### config.mk
export PLATFORM = sky130hd
export DESIGN_NAME = stim_vector_sequencer
export DESIGN_NICKNAME = d
export VERILOG_FILES = /design/src/rtl/stim_vector_sequencer.sv
export SDC_FILE = /design/constraint.sdc
export NUM_CORES = 1
export LEC_CHECK = 0
export ABC_CLOCK_PERIOD_IN_PS = 3100
export CORE_AREA = 2 2 336 338
export CTS_CLUSTER_DIAMETER = 150
export DETAILED_ROUTE_END_ITERATION = 6
export DIE_AREA = 0 0 338 340
export GPL_TIMING_DRIVEN = 0
export SYNTH_ARGS = -nofsm -noshare
export SYNTH_HDL_FRONTEND = slang
export SYNTH_SLANG_ARGS = --single-unit
export TNS_END_PERCENT = 100
### constraint.sdc
create_clock -name clk -period 3.1 [get_ports clk]
set_input_delay 0.775 -clock clk [delete_from_list [all_inputs] [get_ports clk]]
set_output_delay 0.775 -clock clk [all_outputs]
set_load 0.01 [all_outputs]
### src/rtl/stim_vector_sequencer.sv
// Walks a stimulus-vector table onto the DUT input bus, captures each response,
// streams it out on valid/ready and folds it into a rotate-XOR signature.
// Optional stall timeout: define SEQ_TIMEOUT_EN.
module stim_vector_sequencer #(
  parameter int IN_W    = 64,
  parameter int OUT_W   = 242,
  parameter int NUM_VEC = 21,
  parameter int ADDR_W  = 5,
  parameter int SETTLE  = 1,
  parameter int TIMEOUT = 16
) (
  input  logic              clk,
  input  logic              rst,
  input  logic              start,
  output logic              busy,
  output logic              done,
  output logic              vec_rd,
  output logic [ADDR_W-1:0] vec_addr,
  input  logic [IN_W-1:0]   vec_data,
  output logic [IN_W-1:0]   dut_in,
  input  logic [OUT_W-1:0]  dut_out,
  output logic              res_valid,
  input  logic              res_ready,
  output logic [OUT_W-1:0]  res_data,
  output logic [ADDR_W-1:0] res_idx,
  output logic [OUT_W-1:0]  signature,
  output logic              err
);

  localparam int CNT_W = (SETTLE > 1) ? $clog2(SETTLE) : 1;

  if (NUM_VEC < 1 || SETTLE < 1 || TIMEOUT < 1 || (2 ** ADDR_W) < NUM_VEC) begin : g_bad_params
    $error("stim_vector_sequencer: illegal parameter combination");
  end

  typedef enum logic [2:0] {
    S_IDLE, S_FETCH, S_LOAD, S_SETTLE, S_EMIT, S_DONE
  } state_t;

  state_t             state_q, state_d;
  logic [CNT_W-1:0]   cnt_q;
  logic [ADDR_W-1:0]  idx_q;
  logic [IN_W-1:0]    dut_in_q;
  logic [OUT_W-1:0]   res_data_q;
  logic [ADDR_W-1:0]  res_idx_q;
  logic [OUT_W-1:0]   sig_q;
  logic               timeout_hit;
  logic               emit_go;
  logic               last_vec;

  assign last_vec = (idx_q == ADDR_W'(NUM_VEC - 1));
  assign emit_go  = res_ready || timeout_hit;

`ifdef SEQ_TIMEOUT_EN
  localparam int TO_W = $clog2(TIMEOUT + 1);
  logic [TO_W-1:0] to_q;
  logic            err_q;

  // Fires on the TIMEOUT-th consecutive cycle the capture sits unaccepted.
  assign timeout_hit = (state_q == S_EMIT) && !res_ready && (to_q == TO_W'(TIMEOUT - 1));

  always_ff @(posedge clk) begin
    if (rst) begin
      to_q  <= '0;
      err_q <= 1'b0;
    end else begin
      if (state_q == S_EMIT && !res_ready && !timeout_hit) to_q <= to_q + 1'b1;
      else to_q <= '0;
      if (timeout_hit) err_q <= 1'b1;
    end
  end
  assign err = err_q;
`else
  assign timeout_hit = 1'b0;
  assign err         = 1'b0;
`endif

  always_ff @(posedge clk) begin
    if (rst) state_q <= S_IDLE;
    else     state_q <= state_d;
  end

  always_comb begin
    state_d = state_q;
    case (state_q)
      S_IDLE:   if (start) state_d = S_FETCH;
      S_FETCH:  state_d = S_LOAD;
      S_LOAD:   state_d = S_SETTLE;
      S_SETTLE: if (cnt_q == '0) state_d = S_EMIT;
      S_EMIT:   if (emit_go) state_d = last_vec ? S_DONE : S_FETCH;
      S_DONE:   state_d = S_IDLE;
      default:  state_d = S_IDLE;
    endcase
  end

  always_comb begin
    busy      = (state_q != S_IDLE);
    done      = (state_q == S_DONE);
    vec_rd    = (state_q == S_FETCH);
    res_valid = (state_q == S_EMIT);
  end

  always_ff @(posedge clk) begin
    if (rst) begin
      cnt_q      <= '0;
      idx_q      <= '0;
      dut_in_q   <= '0;
      res_data_q <= '0;
      res_idx_q  <= '0;
      sig_q      <= '0;
    end else begin
      case (state_q)
        S_IDLE: if (start) begin
          idx_q <= '0;
          sig_q <= '0;
        end
        S_LOAD: begin
          dut_in_q <= vec_data;
          cnt_q    <= CNT_W'(SETTLE - 1);
        end
        S_SETTLE: begin
          if (cnt_q != '0) begin
            cnt_q <= cnt_q - 1'b1;
          end else begin
            res_data_q <= dut_out;
            res_idx_q  <= idx_q;
            sig_q      <= {sig_q[OUT_W-2:0], sig_q[OUT_W-1]} ^ dut_out;
          end
        end
        S_EMIT: if (emit_go && !last_vec) idx_q <= idx_q + 1'b1;
        default: ;
      endcase
    end
  end

  assign vec_addr  = idx_q;
  assign dut_in    = dut_in_q;
  assign res_data  = res_data_q;
  assign res_idx   = res_idx_q;
  assign signature = sig_q;

endmodule

# == Word-level counts from Yosys, hierarchy flattened ==
# Cells that the tools add are included.
# totals
regBits,562
word_cells,45
output_inout_bits,563
in_bits,310
# op_classes
reduce_logical,11
eq_ne,10
muxes,13
bitwise,2
n_addsub,2
# ops
operator,n
242-bit 2-to-1 mux,2
242-bit one-hot mux with 2 select lines,1
242-bit XOR,1
3-bit one-hot mux with 5 select lines,1
3-bit 2-to-1 mux,4
5-bit 2-to-1 mux,2
5-bit one-hot mux with 2 select lines,1
3-bit AND reduction,3
3-bit by 2-bit == test with 1-bit output (second input constant),2
3-bit == test (second input constant),2
2-bit nonzero test,3
5-bit by 1-bit adder with 5-bit output (second input constant),1
5-bit == test (second input constant),1
2-bit by 1-bit != test with 1-bit output (second input constant),2
2-bit != test (second input constant),2
3-bit by 1-bit == test with 1-bit output (second input constant),1
3-bit zero test,1
3-bit nonzero test,1
1-bit one-hot mux with 2 select lines,1
2-bit AND reduction,1
1-bit logical AND,1
1-bit zero test,1
1-bit 2-to-1 mux,1
1-bit inverter,1
1-bit subtractor (second input constant),1

# == Logic depth before layout (Yosys ltp) ==
# Gate-level depths: netlist of run 1.
# logic_depth
word_depth,5
mapped_depth,7

# == Least setup slack after synthesis of run 1 ==
# Ideal clock, no wire load.
# synth_path
kind,input to register
start,in start
end,"reg sig_q[161], in the netlist signature[161]"
t_arrival_ns,1.885
setup_slack_ns,1.098
cell_stages,6
n_path_buf,2
required_time_ns,2.983
path_cell_list,or3b_1 a21oi_1 nor2_1 buf_6 buf_2 a22o_1
# synth_via
elab_chain_len,2
# synth_lines
item,line_no,source
start: declaration,14,"input logic start,"
2-bit != test (no line),--,
3-bit AND reduction (no line),--,
end signal: assignment,127,"sig_q <= {sig_q[OUT_W-2:0], sig_q[OUT_W-1]} ^ dut_out;"
end: declaration,46,logic [OUT_W-1:0] sig_q;
# No other way between the ends.
# A chain may end at the register's enable or synchronous reset.

# == Worst setup path after layout of run 1 ==
# layout_path
start,reg state_q[2]
end,out busy
# layout_via
elab_chain_len,1
# layout_lines
item,line_no,source
start: declaration,40,"state_t state_q, state_d;"
start signal: assignment,80,else state_q <= state_d;
3-bit nonzero test,97,busy = (state_q != S_IDLE);
end: declaration,15,"output logic busy,"
# No other way between the ends.

==> impl_metrics.yaml, run 1 <==
clocking:
  cts_tree: "yes"
  root_buffer: "clkbuf_16"
  cts_setup_buffers: 0
  cts_made_buffers: 68
  clk_pin_slew_worst_paths_ns: 0.06
  ctsHoldBuffers: 0
  cts_resized: 2
  clk-insertion-delay-late_ns: 0.63
  clock_sinks: 561
  cts.path.max_buffers: 3
  h-tree-depth: 3
timing:
  clock.fmax_ghz: 0.337
  slew_headroom_pct: 15.8
  hold_viol_final: 0
  worstMarginPinSlew_ns: 1.26
  period_needed_ns: 2.97
  setup_viol: 0
  rsz0062_at_grt: "false"
  finClkSkew_ns: 0.0334
  setup_tns_ns: 0
  slew_violations: 0
  fin_crit_sh_pct: 95.8
route:
  routed_wl_mm: 92.3
  avgRoutedWirePerCell_um: 19.7
  drc: 0
  detail-route-antenna-nets: 0
  first_pass_iters: 5
  drt-initial-drc-count: 852
  vias: 19100
  via_per_inst: 4.07
power_and_ir_drop:
  power_switching_mw: 4.53
  combPwrFrac_pct: 12.2
  p_int_mw: 13.0
  switching_share_pct: 25.8
  finalPower_mw: 17.5
  seqPwrFrac_pct: 43.3
  p_leak_nw: 12.4
  pwr-share-clk_pct: 44.5
  ir_worst_vdd_mv: 0.406
  power_density_nw_per_um2: 528
grt:
  grt_overflow: 0
  grtUsageMet1_pct: 18.4
  antenna_found_initial: 6
  grt_pass1_wl_mm: 131
  use_met3_pct: 4.78
  grt_max_degree: 13
  busiest_layer: "met2"
  grt_pass1_vias: 19100
  use_met2_pct: 25.8
  track_usage_pct: 15.4
yosys:
  seq_area_frac_synth_pct: 54.9
  synth.distinct_cells: 38
  ys_ff_latch: 561
  yosysWarnings: 0
  synth_nets: 2504
  netlist_area_um2: 20400
  syn_inst: 2192
  syn_area_per_cell_um2: 9.33
critical_path:
  rr_startpoint: "state_q[1]"
  end_kind: "output pin"
  rr_worst_depth: 6
  crit_type: "reg -> out"
  cp.arrival_ns: 2.19
  cp_max_fo: 10
  timing.rr.end: "signature[179]"
  worstPathCellList: "clkbuf_2, or3_1, clkdlybuf4s50_1"
  crit_path_start_kind: "register"
  path_delay_family: "buffers and inverters"
  crit_required_ns: 2.32
  max_stage_delay_ns: 0.55
  cp_slowest_cell: "clkdlybuf4s50_1"
  r2r_slack_ns: 0.32
  critPathBufInv: 2
cells_and_area:
  most-common-layout-cells: "clkdlybuf4s50_1, nand2_1, dfxtp_1, a21oi_1"
  nets: 3445
  area_growth_syn_to_layout_pct: 62.6
  final_common_cell: "clkdlybuf4s50_1"
  fillers: 11800
  drive_above_1_share_pct: 6.22
hold_path:
  hold_start: "dut_in[1]"
  whs_path_depth: 2
  hp-class: "reg -> reg"
  holdPathEnd: "dut_in[1]"
die:
  io-pin-count: 873
  die_w_um: 338
  coreArea_um2: 112000
  die_h_um: 340
  start_util_pct: 18.3
  row_count: 123
  dieArea_um2: 115000
outcome:
  run_status: "completed"
place:
  dp.final_hpwl_mm: 72.6
  routabilityCongestion: 0.894
  portBuffers: 870
flow_run:
  cap_violations: 0
## cell families (layout without fill, tap and decap cells)
logic type / count (synthesis) / count (layout) / share of synthesized area [%]
AND/OR/NAND/NOR: 658 / 658 / 12.5
AO/OA/AOI/OAI: 563 / 563 / 18.3
flip-flops: 561 / 561 / 54.9
XOR/XNOR: 243 / 243 / 10.4
buffers and inverters: 164 / 1154 / 3.71
adder cells (fa/ha/maj): 2 / 2 / 0.122
other: 1 / 7 / 0.0183
## synth_stat cells (all sizes together)
cell	count	share of area, %
clkinv	1	0.024
a21oi	314	7.7
nand4b	1	0.043
or4	1	0.037
dfxtp	561	55
or3	1	0.031
a22o	242	10
nor3b	3	0.11
or2	1	0.031
nand3b	1	0.037
ha	2	0.12
nor2	5	0.10
o21ai	3	0.073
clkbuf	64	1.2
a311oi	1	0.043
a2111oi	1	0.043
nor3	3	0.073
or3b	3	0.14
buf	97	2.5
xor2	242	10
nor4b	1	0.043
xnor2	1	0.043
o31ai	2	0.073
nand3	7	0.20
and3b	2	0.086
conb	1	0.018
nand2b	2	0.061
inv	2	0.037
nor2b	1	0.031
nand4	1	0.031
nand2	625	11
## sequential cells by signal, summed over array words and instances (netlist names)
register,cells
dut_in,64
res_data,242
res_idx,5
signature,242
state_q,3
vec_addr,5
## layer usage
layer,vias to the layer above,wire (um)
met3,120,7730
met1,9028,38100
met2,664,43800
li1,9283,-
met5,-,0
met4,0,2730
## stage by stage
step	cell area (um2)	std cells	setup WS, ns	utilization, %	hold WS (ns)
floorplan	20400	2192	1.10	-	0.481
global placement	31000	4562	-0.856	27.8	0.442
detailed placement	31000	4563	-0.325	27.8	0.445
CTS	33200	4682	0.0247	29.8	0.453
global route	33200	4686	0.0156	29.8	0.467
finish	33200	4688	0.131	29.8	0.452
## worst max path at each step
| stage | startpoint | to | slack (ns) | cells past startpoint |
|---|---|---|---|---|
| floorplan | start | signature[161] | 1.10 | 6 |
| global placement | start | signature[13] | -0.86 | 6 |
| detailed placement | rst | res_data[112] | -0.32 | 4 |
| CTS | state_q[1] | res_data[13] | 0.02 | 6 |
| global route | state_q[2] | busy | 0.02 | 3 |
| finish | state_q[2] | busy | 0.13 | 3 |
## worst min-delay path: cells and delay by family, from the launching register on
kind               cells  cell delay, ns
DFF                    1            0.30
and+or+nand+nor        1            0.05
AOI/OAI and AO/OA      1            0.05
## cell type report
class	count	area [um2]	share of cell area, %
Multi-Input combinational cell	1467	8460	25.5
Sequential cell	561	11200	33.8
Clock inverter	21	180	0.542
Buffer	161	748	2.25
Tap cell	1500	1880	5.65
Clock buffer	98	1990	5.98
Timing Repair Buffer	871	8720	26.2
Antenna cell	6	15.0	0.0452
Inverter	3	12.5	0.0376
## power by group through the flow
stage | Combinational [mW] | Sequential (mW) | Clock (mW)
after floorplan | 0.715 | 7.83 | 0
after global placement | 2.14 | 7.75 | 0
after detailed placement | 2.15 | 7.76 | 0
after CTS | 2.16 | 7.60 | 8.05
after global routing | 2.30 | 7.63 | 8.33
final | 2.14 | 7.61 | 7.80
Power figures use the tool's default switching activity.
==> run 2, diff against run 1 <==
--- a/config.mk
+++ b/config.mk
@@ -6,10 +6,10 @@
 export NUM_CORES = 1
 export LEC_CHECK = 0
 export ABC_CLOCK_PERIOD_IN_PS = 3100
-export CORE_AREA = 2 2 336 338
+export CORE_AREA = 2 2 335 337
 export CTS_CLUSTER_DIAMETER = 150
 export DETAILED_ROUTE_END_ITERATION = 6
-export DIE_AREA = 0 0 338 340
+export DIE_AREA = 0 0 337 339
 export GPL_TIMING_DRIVEN = 0
 export SYNTH_ARGS = -nofsm -noshare
 export SYNTH_HDL_FRONTEND = slang
==> run 2 against run 1 <==
  * Hold slack is essentially flat
  * Clock power grew 5.5%
  * Worst setup slack lost 0.014 ns
  * Power grew 2.5%
  * Wire length grew 0.37%
  * Cell area grew 0.36%
  * Die area shrank 0.59%
  * Sequential cell count is the same
  * First-iteration DRC count shrank 12%
  * Sequential power is essentially flat
  * Critical endpoint unchanged
  * Largest cell class unchanged
==> impl_metrics.yaml, run 2 (synthesis results as in run 1) <==
cells_and_area:
  utilization_pct: 30.2
  nets: 3445
  most-common-layout-cells: "clkdlybuf4s50_1, nand2_1, dfxtp_1, a21oi_1"
  drive_above_1_share_pct: 6.21
  final_common_cell: "clkdlybuf4s50_1"
  area_growth_syn_to_layout_pct: 63.2
timing:
  finClkSkew_ns: 0.0318
  hold_viol_final: 0
  period_needed_ns: 2.98
  slew_violations: 0
  setup_viol: 0
  rsz0062_at_grt: "false"
  layout_setup_ws_ns: 0.116
  slew_headroom_pct: 28.3
  clock.fmax_ghz: 0.335
  fin_crit_sh_pct: 96.2
  worstMarginPinSlew_ns: 1.08
die:
  dieArea_um2: 114000
  die_w_um: 337
  row_count: 122
  io-pin-count: 873
  die_h_um: 339
  coreArea_um2: 110000
  start_util_pct: 18.5
clocking:
  clk_pin_slew_worst_paths_ns: 0.06
  clk-insertion-delay-late_ns: 0.63
  h-tree-depth: 3
  cts.path.max_buffers: 3
  ctsHoldBuffers: 0
  cts_tree: "yes"
  root_buffer: "clkbuf_16"
  cts_made_buffers: 68
  clock_sinks: 561
critical_path:
  cp_slowest_cell: "clkdlybuf4s50_1"
  end_kind: "output pin"
  rr_worst_depth: 6
  crit_type: "reg -> out"
  cp.arrival_ns: 2.21
  crit_path_start_kind: "register"
  r2r_slack_ns: 0.48
  critPathBufInv: 2
  timing.rr.end: "signature[194]"
  crit_required_ns: 2.32
  cp_max_fo: 10
  worstPathCellList: "clkbuf_2, or3_1, clkdlybuf4s50_1"
  max_stage_delay_ns: 0.58
  path_delay_family: "buffers and inverters"
  rr_startpoint: "state_q[1]"
hold_path:
  whs_path_depth: 2
  holdPathEnd: "res_data[177]"
  hold_start: "res_data[177]"
  hp-class: "reg -> reg"
power_and_ir_drop:
  p_int_mw: 13.4
  ir_worst_vdd_mv: 0.420
  power_switching_mw: 4.56
  power_density_nw_per_um2: 539
  finalPower_mw: 18.0
  p_leak_nw: 12.4
  combPwrFrac_pct: 11.9
  switching_share_pct: 25.3
  pwr-share-clk_pct: 45.8
  seqPwrFrac_pct: 42.3
route:
  via_per_inst: 4.13
  first_pass_iters: 5
  drt-initial-drc-count: 751
  routed_wl_mm: 92.6
  wl_met2_mm: 43.1
  avgRoutedWirePerCell_um: 19.8
  drc: 0
  wl_met1_mm: 38.0
  dr.max_layer_used: "met5"
  vias: 19300
  detail-route-antenna-nets: 0
  dr_wl_met3_mm: 8.21
outcome:
  run_status: "completed"
place:
  routabilityCongestion: 0.897
  dp.final_hpwl_mm: 72.1
  portBuffers: 870
  pre_cts_ws_ns: -0.399
flow_run:
  cap_violations: 0
grt:
  grt_overflow: 0
  grt_max_degree: 13
  grt_pass1_wl_mm: 131
  grt_pass1_vias: 18900
  track_usage_pct: 15.5
  antenna_found_initial: 11
==> run 2: cell count changes in the layout (fill, tap and decap cells not counted), moves of 2 or more <==
cell / before / now
clkbuf_8: 11 / 17
clkbuf_1: 78 / 82
bufinv_16: 1 / 4
clkinv_4: 3 / 1
clkinv_2: 11 / 3
==> run 2: how the worst max path moves through the flow <==
stage	startpoint	to	slack (ns)	cells past startpoint
finish	state_q[2]	busy	0.12	3
CTS	state_q[2]	busy	0.02	3
global route	state_q[2]	busy	0.03	3
global placement	start	signature[11]	-0.85	6
detailed placement	rst	res_data[14]	-0.40	4
floorplan	start	signature[161]	1.10	6
==> run 2: final cells by class <==
type / instances / area, um2
Fill cell: 11600 / 77000
Antenna cell: 5 / 12.5
Tap cell: 1488 / 1860
Clock inverter: 15 / 220
Sequential cell: 561 / 11200
Buffer: 161 / 748
Timing Repair Buffer: 871 / 8720
Inverter: 3 / 12.5
Clock buffer: 108 / 2090
Multi-Input combinational cell: 1467 / 8460
==> run 2: metrics by stage <==
stage                     std cells  cell area (um2)  setup TNS (ns)  hold slack, ns
after floorplan                2192            20400               0           0.481
after global placement         4550            31000         -171.34           0.440
after detailed placement       4551            31000          -84.00           0.446
after CTS                      4674            33300               0           0.453
after global routing           4678            33400               0           0.470
final                          4679            33400               0           0.452
==> run 2: power groups by stage <==
| stage | logic (mW) | clock network (mW) | registers, mW |
|---|---|---|---|
| 2_1_floorplan | 0.715 | 0 | 7.83 |
| 3_3_place_gp | 2.15 | 0 | 7.75 |
| 3_5_place_dp | 2.16 | 0 | 7.75 |
| 4_1_cts | 2.17 | 8.48 | 7.60 |
| 5_1_grt | 2.31 | 8.74 | 7.62 |
| 6_report | 2.15 | 8.23 | 7.60 |
==> run 2: routing by layer <==
| metal | GRT usage, % | vias to the layer above |
|---|---|---|
| li1 | - | 9286 |
| met1 | 18.2 | 9181 |
| met2 | 25.4 | 711 |
| met3 | 5.53 | 144 |
| met4 | 6.26 | 4 |
| met5 | 0 | - |
==> run 2: worst reg2reg max path: stages (launching register included) <==
cell      delay, ns
dfxtp_1        0.38
buf_2          0.22
nand3b_1       0.39
nor2_4         0.58
buf_2          0.54
buf_4          0.30
a22o_1         0.15
==> run 2: repair_timing <==
action | in CTS | in global routing
buffers inserted | 0 | 0
endpoints found under the hold margin | 0 | 0
pin swaps | 0 | 0
resized for setup | 1 | 2
setup endpoints to repair | 81 | 1
==> run 3, diff against run 2 <==
--- a/config.mk
+++ b/config.mk
@@ -8,9 +8,11 @@
 export ABC_CLOCK_PERIOD_IN_PS = 3100
 export CORE_AREA = 2 2 335 337
 export CTS_CLUSTER_DIAMETER = 150
+export CTS_CLUSTER_SIZE = 28
 export DETAILED_ROUTE_END_ITERATION = 6
 export DIE_AREA = 0 0 337 339
 export GPL_TIMING_DRIVEN = 0
+export RECOVER_POWER = 100
 export SYNTH_ARGS = -nofsm -noshare
 export SYNTH_HDL_FRONTEND = slang
 export SYNTH_SLANG_ARGS = --single-unit
==> run 3 against run 2 <==
  * First-iteration DRC count rose by 9.1%
  * Combinational power fell by 4%
  * Sequential cell count did not move
  * Critical path depth did not move
  * Critical path type unchanged
  * Largest power group is now sequential cells
==> impl_metrics.yaml, run 3 (synthesis results as in run 1) <==
grt:
  grt_overflow: 0
  grt_pass1_wl_mm: 128
  grt_pass1_vias: 18400
  antenna_found_initial: 12
  track_usage_pct: 15.0
  grt_max_degree: 29
route:
  drt-initial-drc-count: 819
  vias: 18900
  first_pass_iters: 6
  routed_wl_mm: 90.9
  detail-route-antenna-nets: 0
  via_per_inst: 4.11
  avgRoutedWirePerCell_um: 19.8
  drc: 0
cells_and_area:
  fillers: 11700
  drive_above_1_share_pct: 3.33
  most-common-layout-cells: "nand2_1, dfxtp_1, dlygate4sd3_1, a21oi_1, clkdlybuf4s50_1"
  final_common_cell: "nand2_1"
  finalInstanceArea_um2: 31700
  nets: 3401
  instances_no_fill: 4586
  area_growth_syn_to_layout_pct: 54.9
power_and_ir_drop:
  ir_worst_vdd_mv: 0.342
  power_density_nw_per_um2: 429
  finalPower_mw: 13.6
  p_leak_nw: 13.5
timing:
  rsz0062_at_grt: "false"
  whs_ns: 0.456
  fin_crit_sh_pct: 97.4
  hold_viol_final: 0
  clock.fmax_ghz: 0.331
  period_needed_ns: 3.02
  slew_headroom_pct: 27.9
  slew_violations: 0
  finClkSkew_ns: 0.0220
  setup_viol: 0
  worstMarginPinSlew_ns: 1.08
hold_path:
  hp-class: "reg -> reg"
place:
  dp.final_hpwl_mm: 72.1
  portBuffers: 870
  dp.cells: 4551
  placed_cell_area_um2: 31000
  routabilityCongestion: 0.897
critical_path:
  crit_required_ns: 2.32
  cp_max_fo: 10
  cp_slowest_cell: "clkdlybuf4s50_1"
  worstPathCellList: "clkbuf_2, or3_1, clkdlybuf4s50_1"
  cp.arrival_ns: 2.25
  crit_path_start_kind: "register"
  end_kind: "output pin"
  crit_type: "reg -> out"
  max_stage_delay_ns: 0.58
clocking:
  root_buffer: "clkbuf_16"
  h-tree-depth: 1
  cts_tree: "yes"
  cts.path.max_buffers: 3
  clk-insertion-delay-late_ns: 0.63
  clk_pin_slew_worst_paths_ns: 0.11
  cts_setup_buffers: 0
  cts_made_buffers: 24
  ctsHoldBuffers: 0
  clock_sinks: 561
die:
  dieArea_um2: 114000
  die_w_um: 337
  die_h_um: 339
  start_util_pct: 18.5
  io-pin-count: 873
  coreArea_um2: 110000
  row_count: 122
outcome:
  run_status: "completed"
flow_run:
  cap_violations: 0
run 3: final timing paths:
kind              startpoint             to  slack (ns)  depth (start not counted)
setup / recovery  state_q[2]           busy        0.08                          3
hold / removal     dut_in[1]      dut_in[1]        0.46                          2
setup reg to reg  state_q[1]  signature[86]        0.26                          6
hold reg to reg    dut_in[1]      dut_in[1]        0.46                          2
run 3: area by class of cell:
| type | instances | area [um2] | share of cell area, % |
|---|---|---|---|
| Timing Repair Buffer | 871 | 8720 | 27.5 |
| Clock buffer | 25 | 626 | 1.98 |
| Tap cell | 1488 | 1860 | 5.88 |
| Inverter | 3 | 12.5 | 0.0395 |
| Buffer | 161 | 706 | 2.23 |
| Sequential cell | 561 | 11200 | 35.5 |
| Multi-Input combinational cell | 1467 | 8460 | 26.7 |
| Clock inverter | 2 | 31.3 | 0.0988 |
| Antenna cell | 8 | 20.0 | 0.0632 |
run 3: what timing repair did:
| action | CTS | global route |
|---|---|---|
| endpoints found under the setup margin | 81 | 1 |
| hold endpoints to repair | 0 | 0 |
| gates resized for setup | 1 | 2 |
run 3: through the flow:
step	worst slack (ns)	TNS, ns	util (%)
finish	0.0793	0	28.7
global route	0.0106	0	28.7
CTS	0.0128	0	28.7
detailed placement	-0.399	-84.00	28.1
global placement	-0.854	-171.34	28.1
floorplan	1.10	0	-
run 3: worst max-delay path, delay by kind of cell, from the launching register on:
kind / cells / cell delay [ns]
flip-flops: 1 / 0.35
AND/OR/NAND/NOR: 1 / 0.51
buffers and inverters: 2 / 0.76
run 3: per-layer routing:
layer	track usage (%)	routed length [um]
met1	18.2	37400
met2	25.2	42800
met3	4.92	8060
met4	4.45	2650
met5	0	27
run 3: power by group:
part / internal, mW / switching, mW / leakage, nW / total, mW
clock network: 1.48 / 2.47 / 0.324 / 3.95
logic: 0.944 / 1.12 / 8.64 / 2.06
registers: 7.43 / 0.155 / 4.53 / 7.58
total: 9.85 / 3.74 / 13.5 / 13.6
